==> config.mk <==
export PLATFORM = sky130hd
export DESIGN_NAME = awp_step_counter
export DESIGN_NICKNAME = d
export VERILOG_FILES = /design/src/rtl/awp_step_counter.sv
export SDC_FILE = /design/constraint.sdc
export NUM_CORES = 1
export LEC_CHECK = 0
export ABC_AREA = 0
export BUFFER_PORTS_ARGS = -buffer_cell sky130_fd_sc_hd__clkbuf_2
export CORE_MARGIN = 2
export CORE_UTILIZATION = 54
export DETAILED_ROUTE_END_ITERATION = 16
export GPL_TIMING_DRIVEN = 0
export PLACE_DENSITY_LB_ADDON = 0.1
export SLEW_MARGIN = 20
export SYNTH_ARGS = -nofsm -noshare
export SYNTH_HDL_FRONTEND = slang
export SYNTH_SLANG_ARGS = --single-unit
==> constraint.sdc <==
create_clock -name clk_sys_i -period 3 [get_ports clk_sys_i]
set_input_delay 0.3 -clock clk_sys_i [delete_from_list [all_inputs] [get_ports clk_sys_i]]
set_output_delay 0.3 -clock clk_sys_i [all_outputs]
set_load 0.01 [all_outputs]
==> src/rtl/awp_step_counter.sv <==
// awp_step_counter: parametrised step counter for the AWP sequencer.
// It has manual up/down stepping, load and clear in IDLE, wrap or saturate arithmetic,
// and an autonomous RUN mode. RUN steps toward a terminal value and pulses done when it
// gets there. Vectors are numbered [0:WIDTH-1], so bit 0 is the MSB, as in the CPU registers.
module awp_step_counter #(
    parameter int unsigned WIDTH     = 6,  // 2..16
    parameter int unsigned SATURATE  = 0,  // 0: modulo wrap, 1: clamp at 0 / all-ones
    parameter int unsigned RUN_DOWN  = 1,  // 1: RUN decrements toward 0, 0: increments toward all-ones
    parameter int unsigned RESET_VAL = 0   // out value after rst
) (
    input  logic             clk_sys_i,
    input  logic             rst_i,
    input  logic             clr_i,
    input  logic             load_i,
    input  logic [0:WIDTH-1] in_i,
    input  logic             cda_i,
    input  logic             cua_i,
    input  logic             start_i,
    output logic [0:WIDTH-1] out_o,
    output logic             zero_o,
    output logic             ones_o,
    output logic             busy_o,
    output logic             done_o,
    output logic             ovf_o
);

    localparam logic [0:WIDTH-1] ZERO     = '0;
    localparam logic [0:WIDTH-1] ALL_ONES = '1;
    localparam logic [0:WIDTH-1] ONE      = WIDTH'(1);
    localparam logic [0:WIDTH-1] RST_VAL  = WIDTH'(RESET_VAL);
    localparam logic [0:WIDTH-1] TERM     = (RUN_DOWN != 0) ? ZERO : ALL_ONES;
    localparam bit               SAT      = (SATURATE != 0);

    typedef enum logic [0:0] {StIdle, StRun} state_e;

    state_e           state_q;
    logic [0:WIDTH-1] out_q;
    logic             busy_q;
    logic             done_q;
    logic             ovf_q;

    // Candidate next values for the counter, selected in the sequential block.
    logic [0:WIDTH-1] dec_raw;
    logic [0:WIDTH-1] inc_raw;
    logic             at_zero;
    logic             at_ones;
    logic [0:WIDTH-1] man_dec_d;
    logic [0:WIDTH-1] man_inc_d;
    logic [0:WIDTH-1] run_step_d;
    logic             run_last;
    logic             start_at_term;
    logic             step_dn;
    logic             step_up;

    // Step arithmetic: wrap or clamp for manual steps. A RUN step never leaves range
    // because the run stops at TERM.
    always_comb begin
        dec_raw       = out_q - ONE;
        inc_raw       = out_q + ONE;
        at_zero       = (out_q == ZERO);
        at_ones       = (out_q == ALL_ONES);
        man_dec_d     = (at_zero && SAT) ? out_q : dec_raw;
        man_inc_d     = (at_ones && SAT) ? out_q : inc_raw;
        run_step_d    = (RUN_DOWN != 0) ? dec_raw : inc_raw;
        run_last      = (run_step_d == TERM);
        start_at_term = (out_q == TERM);
        step_dn       = cda_i && !cua_i;
        step_up       = cua_i && !cda_i;
    end

    // Control FSM with registered outputs. done defaults low and is set only on the edge
    // that ends a run (or on a zero-length start).
    always_ff @(posedge clk_sys_i) begin
        done_q <= 1'b0;
        if (rst_i) begin
            state_q <= StIdle;
            out_q   <= RST_VAL;
            busy_q  <= 1'b0;
            done_q  <= 1'b0;
            ovf_q   <= 1'b0;
        end else if (clr_i) begin
            // clr aborts a run silently: no done pulse.
            state_q <= StIdle;
            out_q   <= ZERO;
            busy_q  <= 1'b0;
            ovf_q   <= 1'b0;
        end else begin
            unique case (state_q)
                StIdle: begin
                    if (load_i) begin
                        out_q <= in_i;
                        ovf_q <= 1'b0;
                    end else if (start_i) begin
                        if (start_at_term) begin
                            // Zero-length loop: report completion without entering RUN.
                            done_q <= 1'b1;
                        end else begin
                            state_q <= StRun;
                            busy_q  <= 1'b1;
                        end
                    end else if (step_dn) begin
                        out_q <= man_dec_d;
                        if (at_zero) begin
                            ovf_q <= 1'b1;
                        end
                    end else if (step_up) begin
                        out_q <= man_inc_d;
                        if (at_ones) begin
                            ovf_q <= 1'b1;
                        end
                    end
                end
                StRun: begin
                    // load/start/cda/cua are ignored while busy.
                    out_q <= run_step_d;
                    if (run_last) begin
                        state_q <= StIdle;
                        busy_q  <= 1'b0;
                        done_q  <= 1'b1;
                    end
                end
                default: begin
                    state_q <= StIdle;
                    busy_q  <= 1'b0;
                end
            endcase
        end
    end

    // Output mapping; zero/ones are the only combinational flags.
    always_comb begin
        out_o  = out_q;
        zero_o = (out_q == ZERO);
        ones_o = (out_q == ALL_ONES);
        busy_o = busy_q;
        done_o = done_q;
        ovf_o  = ovf_q;
    end

endmodule

Yosys cells after proc, flatten, opt, wreduce, memory -nomap -nowiden:

Cells that the tools add are included.

* reduce and logical (&&, ||, !) cells: 12
* eq/ne operators: 9
* bitwise logic cells: 1
* multiplexer cells: 26
* add/subtract/negate cells: 2

Operators with widths (number)
* $mux 6: 4
* $mux 1: 18
* $logic_not 6->1: 2
* $pmux 6 s2: 1
* $ne 2x2->1 const B: 4
* $add 6x1->6 const B: 1
* $eq 6x6->1 const B: 1
* $ne 3x3->1 const B: 2
* $pmux 1 s2: 3
* $reduce_bool 3->1: 2
* $sub 6x1->6 const B: 1
* $reduce_and 5->1: 1
* $ne 4x4->1 const B: 1
* $reduce_and 4->1: 1
* $logic_and 1x1->1: 2
* $logic_not 1->1: 2
* $ne 2x1->1 const B: 1
* $reduce_and 2->1: 1
* $reduce_or 2->1: 1
* $not 1->1: 1

* bits of input ports: 13
* bits in registers: 10
* word-level logic and storage cells: 55
* output and inout bits: 11

Logic depth before layout (Yosys ltp):

Gate-level depths: netlist of run 1.

* word-level depth: 7
* depth in mapped cells: 7

Least setup slack after synthesis of run 1:

OpenSTA, ideal clock, no wires.

* path kind: register -> register
* start point: register out_q (netlist bit out_o[4])
* end point: register ovf_q, in the netlist ovf_o
* library setup time: 0.130 ns
* arrival: 1.405 ns
* period minus slack after synthesis: 1.535 ns
* setup slack: 1.465 ns
* cell stages (with the launch flop): 7
* cell sequence: dfxtp_1 -> inv_1 -> ha_1 -> and3_1 -> mux2_2 -> a21oi_1 -> nor3_1

* cells in the longest elaborated chain, start to end: 3

RTL lines
* from (decl): line 37 `logic [0:WIDTH-1] out_q;`
* from (signal assigned): line 91 `out_q <= in_i;`
* from (signal assigned): line 102 `out_q <= man_dec_d;`
* from (signal assigned): line 107 `out_q <= man_inc_d;`
* $logic_not 6->1
* named net zero_o: line 20 `output logic zero_o,`
* $ne 3x3->1 (no line)
* $reduce_and 5->1 (no line)
* to (signal assigned): line 80 `ovf_q <= 1'b0;`
* to (signal assigned): line 86 `ovf_q <= 1'b0;`
* to (signal assigned): line 92 `ovf_q <= 1'b0;`
* to (decl): line 40 `logic ovf_q;`

The timed path passes the listed nets, and every way through them passes these cells.
A chain may end at the register's enable or synchronous reset.

Final worst setup path of run 1:

* start point: register out_q (netlist bit out_o[4])
* end point: register done_q, in the netlist done_o

* cells in the longest elaborated chain, start to end: 5

RTL lines
* branches (longest 4 deep; another with $sub 6x1->6)
* $pmux 1 s2 (*): line 88 `unique case (state_q)`
* to (signal assigned): line 79 `done_q <= 1'b0;`
* to (signal assigned): line 96 `done_q <= 1'b1;`
* to (signal assigned): line 119 `done_q <= 1'b1;`
* to (decl): line 39 `logic done_q;`

Every way passes the cells marked *.

==> results.md, run 1 <==
- Vias in the first global route: roughly 840
- Slew headroom: 0.6805
- Pwr dens: 337.3 mW/mm2
- CP Capture Type: register
- Synth area leader: dfxtp_1
- Dpl cells: between 150 and 200
- Tot GR Track Use: 0.2653
- Area delta synth->final: 17.66%
- Sequential share of the synthesized area: 0.2315
- RSZ-0062 raised after global routing: no
- H-Tree Depth: 1
- Synthesized area per cell: ~7.5 um2
- Initial core utilization: 0.5739
- Delay-heaviest family, CP: flip-flops
- Die height: roughly 44 um
- Vias: 922
- Status: complete, no violations
- Final Hold Vio Count: 0
- Reg clk slew, reported paths: approximately 0.070 ns
- Vias/cell: just under 6
- Final cell count without fillers: roughly 160
- Final global-route overflow total: 0
- Clk_lat worst skew: approximately 0.27 ns
- #FFs+latches synth: 10
- Pleak: between 0.4 and 0.5 nW
- # setup viols final: 0
- Die area: slightly below 0.002 mm2
- TritonCTS buffer count: 3
- Ant. Diodes: 0
- Hold buffer count at CTS: 0
- Setup CP Type: reg2reg
- Clk sinks: 10
- Post-CTS resize count: 0
- Crit path DAT: 1.94 ns
- Fmax: ~580 MHz
- Startpoint Class: register
- Initial antenna violation count: 0
- Clock skew: just over 0.008 ns
- Syn. warnings: 0
- Fin nets: ~160
- DP Area: 994.7 um2
- Net Count, Synth: 132
- CP Data Required Time: between 3 and 4 ns
- Async SR Flop Fraction: 0
- Postcts setup bufs: 0
- R2R Setup Slk: ~1.3 ns
- Die width: 44.02 um
- Largest net degree at the start of global routing: 11
- CTS max path bufs: 2
- Layout cells sized above 1: 0.2929
- Post-route ant nets: 0
- Critical Path Max Stage Delay: about 0.5 ns
- Cell with the most instances after synthesis: nand2_1
- CTS tree: done
- Worst Hold Class: in2reg
- Post-synth top cells: 13 x nand2_1, 10 x a21oi_1, 10 x dfxtp_1, 10 x nor2_1, 6 x o21ai_0
- Cells after Synth: 115
- Total Power: between 300 and 400 uW
- Slew Limit Fails: 0
- Distinct cells, synth: between 40 and 50
- Root Driver: clkbuf_4
- Port bufs: 22
- Core Util, Final: 0.6752
- DRT Pass-1 Iters: 6
- Routed wire length: roughly 2200 um
- CP cell instances: inv_1 > ha_1 > nor2_1 > nand3_1 > a21oi_1 > nand2_1 > a21oi_1
- Residual DRC count: 0
- Worst Path Max Fanout: 10
- Final instance area: ~0.0010 mm2
- Slew @ Worst Pin: approximately 0.47 ns
- Setup TNS: 0 ns
- Rows: 14
- Max-cap viol count: 0
- Post-DP HPWL: 1693 um
- Final GP Congestion: roughly 0.8
- Synth top area share: 0.2315
- First-pass GRT wire length: 3746 um
- Core Area: between 0.0015 and 0.002 mm2
- Mapped Area: between 800 and 900 um2
- Slowest cell on the critical path: dfxtp_1
- Final worst path period share: 0.5777
- CP dominant cell by count: a21oi_1
- VDD IR-drop max: approximately 250 uV
- Period minus WS final: ~1.7 ns
- WP buf/inv: 1
- WL per Instance: 14.24 um
- DRT iter0 DRCs: 26
- Ranking of synthesized cells by area: dfxtp_1 23%, a21oi_1 5.8%, ha_1 5.8%, nand2_1 5.6%, nor2_1 4.3%
- Post-synth EDFFs: 0
- Main synth FF type: dfxtp_1
- I/O Pins: 24
==> cell usage in the layout (no fill, tap or decap), types with 2 or more instances in the layout <==
master,Yosys,layout
ha_1,4,4
nand3b_1,2,2
nand2b_1,2,2
a21oi_1,10,10
o21ai_0,6,6
nor4_1,3,3
nand3_1,4,4
a22oi_1,3,3
inv_1,3,3
clkbuf_4,0,3
buf_2,2,2
or3_1,3,3
clkbuf_2,1,23
a31oi_1,4,4
and3_1,2,2
o21ai_1,3,3
nor3_1,4,4
nand2_1,13,13
nor2_1,10,10
dfxtp_1,10,10
==> final timing paths <==
check	from	to	cells past startpoint
worst max-delay path	out_o[4]$_SDFFE_PP0P_	done_o$_SDFF_PP0_	7
worst min-delay path	in_i[1]	out_o[1]$_SDFFE_PP0P_	3
worst min register to register	ovf_o$_SDFFE_PP0P_	ovf_o$_SDFFE_PP0P_	2
worst max register to register	out_o[4]$_SDFFE_PP0P_	done_o$_SDFF_PP0_	7
==> metrics by stage <==
stage / setup slack [ns] / hold WS, ns
floorplan: 1.465 / 0.4519
global placement: 1.368 / 0.4956
detailed placement: 1.328 / 0.5002
CTS: 1.270 / 0.3049
global route: 1.151 / 0.3265
finish: 1.267 / 0.3067
==> worst register-to-register path, stage by stage, from the launching register on <==
cell and delay [ns]:
dfxtp_1 0.51, inv_1 0.14, ha_1 0.29, nor2_1 0.12, nand3_1 0.09, a21oi_1 0.31, nand2_1 0.09, a21oi_1 0.13
==> flip-flops by register name, indices dropped and copies added (netlist names) <==
name and cells:
busy_o 1, done_o 1, out_o 6, ovf_o 1, state_q 1
==> per-layer routing <==
metal	GRT usage	vias up	share of wire
met3	0.02449	2	0.056
met2	0.4500	25	0.49
met1	0.3529	418	0.44
met5	0	-	0
li1	-	477	-
met4	0.09091	0	0.0095
==> cell families (layout without fill, tap and decap cells) <==
logic type                 count (synthesis)  in the layout  synth area share
and+or+nand+nor                           54             54            0.3662
AOI/OAI and AO/OA                         33             33            0.2388
DFF                                       10             10            0.2315
buffers and inverters                     10             35           0.06077
adders and majority gates                  4              4           0.05789
xor gates and xnor gates                   2              2           0.02026
muxes                                      2              2           0.02460
==> report_power, final <==
group	leakage, nW	switching, mW	internal, mW
clock	0.0138	0.0505	0.0465
combinational	0.326	0.0564	0.0435
sequential	0.0813	0.00846	0.138
==> final cells by class <==
class | instances | area [um2]
Inverter | 4 | 15.01
Fill cell | 137 | 489.2
Tap cell | 16 | 20.02
Sequential cell | 10 | 200.2
Clock buffer | 3 | 22.52
Timing Repair Buffer | 22 | 110.1
Buffer | 6 | 37.54
Multi-Input combinational cell | 95 | 611.8
Power figures use the tool's default switching activity.
==> run 2, diff against run 1 <==
--- a/config.mk
+++ b/config.mk
@@ -8,7 +8,7 @@
 export ABC_AREA = 0
 export BUFFER_PORTS_ARGS = -buffer_cell sky130_fd_sc_hd__clkbuf_2
 export CORE_MARGIN = 2
-export CORE_UTILIZATION = 54
+export CORE_UTILIZATION = 51
 export DETAILED_ROUTE_END_ITERATION = 16
 export GPL_TIMING_DRIVEN = 0
 export PLACE_DENSITY_LB_ADDON = 0.1
==> constraint.sdc (replaced) <==
create_clock -name clk_sys_i -period 1.8 [get_ports clk_sys_i]
set_input_delay 0.18 -clock clk_sys_i [delete_from_list [all_inputs] [get_ports clk_sys_i]]
set_output_delay 0.18 -clock clk_sys_i [all_outputs]
set_load 0.01 [all_outputs]
==> run 2 against run 1 <==
- via count rose by 7.0%
- critical path type unchanged
- combinational power rose by 71%
- critical endpoint is now out_o[3]$_SDFFE_PP0P_
- setup slack lost 1.1 ns
- worst hold slack worse by 0.13 ns
- clock skew increased by 0.0042 ns
- sequential power increased by 68%
- largest power group unchanged
==> results.md, run 2 (synthesis results as in run 1) <==
- Status: complete, no violations
- Slowest cell on the critical path: dfxtp_2
- Post-route ant nets: 0 (unchanged)
- Final global-route overflow total: 0 (unchanged)
- Delay-heaviest family, CP: flip-flops
- Slew Limit Fails: 0 (unchanged)
- Period minus WS final: 1.621 ns (-0.1115 ns)
- VDD IR-drop max: 440.7 uV (+75%)
- CP Data Required Time: 1.95 ns (-1.26 ns)
- Clock skew: 0.01225 ns (+0.004183 ns)
- Die width: 45.18 um (+2.6%)
- Area delta synth->final: 19.54%
- WP buf/inv: 1 (unchanged)
- Core Area: 0.001541 mm2 (+2.3%)
- Pwr dens: 619.1 mW/mm2 (+84%)
- Initial antenna violation count: 0 (unchanged)
- Vias/cell: 6.287 (+6.4%)
- RSZ-0062 raised after global routing: no
- Crit path DAT: 1.77 ns (-0.17 ns)
- Psw: 214.1 uW (+85%)
- I/O Pins: 24 (unchanged)
- Initial core utilization: 0.5609 (-0.01304)
- Clock power frac: 0.350 (+0.067)
- Ant. Diodes: 0 (unchanged)
- DRT Pass-1 Iters: 5 (-1)
- Rows: 14 (unchanged)
- Slew headroom: 0.6435 (-0.03701)
- Tot GR Track Use: 0.2700 (+0.004719)
- Die area: 0.002041 mm2 (+5.3%)
- Max-cap viol count: 0 (unchanged)
- H-Tree Depth: 1 (unchanged)
- # setup viols final: 0 (unchanged)
- Clk_lat worst skew: 0.29 ns (+0.02 ns)
- Final GP Congestion: 0.8774 (+8.0%)
- CTS tree: done
- Switching part of the total power: 0.3346 (-0.001825)
- First-pass GRT wire length: 4015 um (+7.2%)
- Placement Setup Slack: 0.08690 ns (-1.241 ns)
- Worst Hold Class: in2reg
- Hold WS: 0.1751 ns (-0.1316 ns)
- Die height: 45.18 um (+2.6%)
- Setup CP Type: reg2reg
- Final worst path period share: 0.9008 (+0.3232)
- WL per Instance: 15.74 um (+10%)
- Comb power frac: 0.267 (-0.024)
- Dpl cells: 153 (unchanged)
- Final cell count without fillers: 157 (+0.64%)
- Root Driver: clkbuf_4
- Seq pwr share: 0.382 (-0.044)
- Largest net degree at the start of global routing: 11 (unchanged)
- DRT iter0 DRCs: 47 (+81%)
- Pleak: 0.4295 nW (+1.9%)
- CP Capture Type: register
- R2R Setup Slk: 0.18 ns (-1.09 ns)
- Vias in the first global route: 935 (+11%)
- Reg clk slew, reported paths: 0.09 ns (+0.02 ns)
- CTS max path bufs: 2 (unchanged)
- Final Hold Vio Count: 0 (unchanged)
- Postcts setup bufs: 0 (unchanged)
- Layout cells sized above 1: 0.3121 (+0.01920)
- Residual DRC count: 0 (unchanged)
- Clk sinks: 10 (unchanged)
- Critical Path Max Stage Delay: 0.43 ns (-0.08 ns)
- Worst setup margin: 0.1785 ns (-1.088 ns)
- Slew @ Worst Pin: 0.5298 ns (+0.05501 ns)
- Startpoint Class: register
- Fin nets: 159 (unchanged)
- Vias: 987 (+7.0%)
- Routed wire length: 2471 um (+11%)
- Max reg flops: 6 (unchanged)
- Hold buffer count at CTS: 0 (unchanged)
- Fmax: 616.7 MHz (+6.9%)
- CP cell instances: inv_1 > ha_1 > mux2i_1 > xnor2_1 > a221oi_2 > a21oi_1
- Port bufs: 22 (unchanged)
- Setup TNS: 0 ns (unchanged)
- Most frequent cells in the layout: 23 x clkbuf_2, 13 x nand2_1, 10 x nor2_1, 10 x a21oi_1, 8 x dfxtp_1
- TritonCTS buffer count: 3 (unchanged)
- Pint: 425.7 uW (+87%)
- Post-DP HPWL: 1829 um (+8.0%)
- Leading cell type in the layout, fill and taps excluded: clkbuf_2
- Worst Path Max Fanout: 10 (unchanged)
[run 2: cell count changes in the layout (fill, tap and decap cells not counted), sizes merged]
cell,change
clkbuf,+1
[run 2: routing by layer]
metal	GRT usage	wire length, um	vias to the layer above
li1	-	-	467
met1	0.3227	1003	439
met2	0.4629	1181	68
met3	0.03200	207	13
met4	0.1529	78	0
met5	0	0	-
[run 2: cell type report]
class                           instances  area, um2
Multi-Input combinational cell         95      611.8
Fill cell                             147      508.0
Sequential cell                        10      202.7
Timing Repair Buffer                   22      110.1
Buffer                                  6      37.54
Clock buffer                            4      36.28
Tap cell                               16      20.02
Inverter                                4      15.01
[run 2: power groups by stage]
stage                     logic [mW]  clock network, mW  registers [mW]
final                          0.171              0.224           0.245
after global routing           0.187              0.225           0.246
after CTS                      0.168              0.216           0.244
after detailed placement       0.167                  0           0.249
after global placement         0.161                  0           0.248
after floorplan                0.112                  0           0.249
[run 2: path summary, 6_finish.rpt]
path / depth (start not counted) / start / to
worst min-delay path: 4 / rst_i / state_q$_SDFF_PP0_
worst max-delay path: 6 / out_o[4]$_SDFFE_PP0P_ / out_o[3]$_SDFFE_PP0P_
worst max register to register: 6 / out_o[4]$_SDFFE_PP0P_ / out_o[3]$_SDFFE_PP0P_
worst min register to register: 2 / ovf_o$_SDFFE_PP0P_ / ovf_o$_SDFFE_PP0P_
[run 2: per-stage QoR]
step	total power, mW	instance area [um2]	utilization
6_report	0.6398	1033	0.6705
3_5_place_dp	0.4155	994.7	0.6453
3_3_place_gp	0.4090	994.7	0.6453
4_1_cts	0.6282	1031	0.6688
5_1_grt	0.6583	1033	0.6705
2_1_floorplan	0.3606	864.6	-
[run 2: worst reg2reg max path: stages (launching register included)]
cell,delay (ns)
dfxtp_2,0.43
inv_1,0.12
ha_1,0.28
mux2i_1,0.20
xnor2_1,0.12
a221oi_2,0.26
a21oi_1,0.09
[run 2: timing repair]
action                     CTS  global route
resized for setup            0             2
setup endpoints to repair    0             1
hold endpoints to repair     0             0
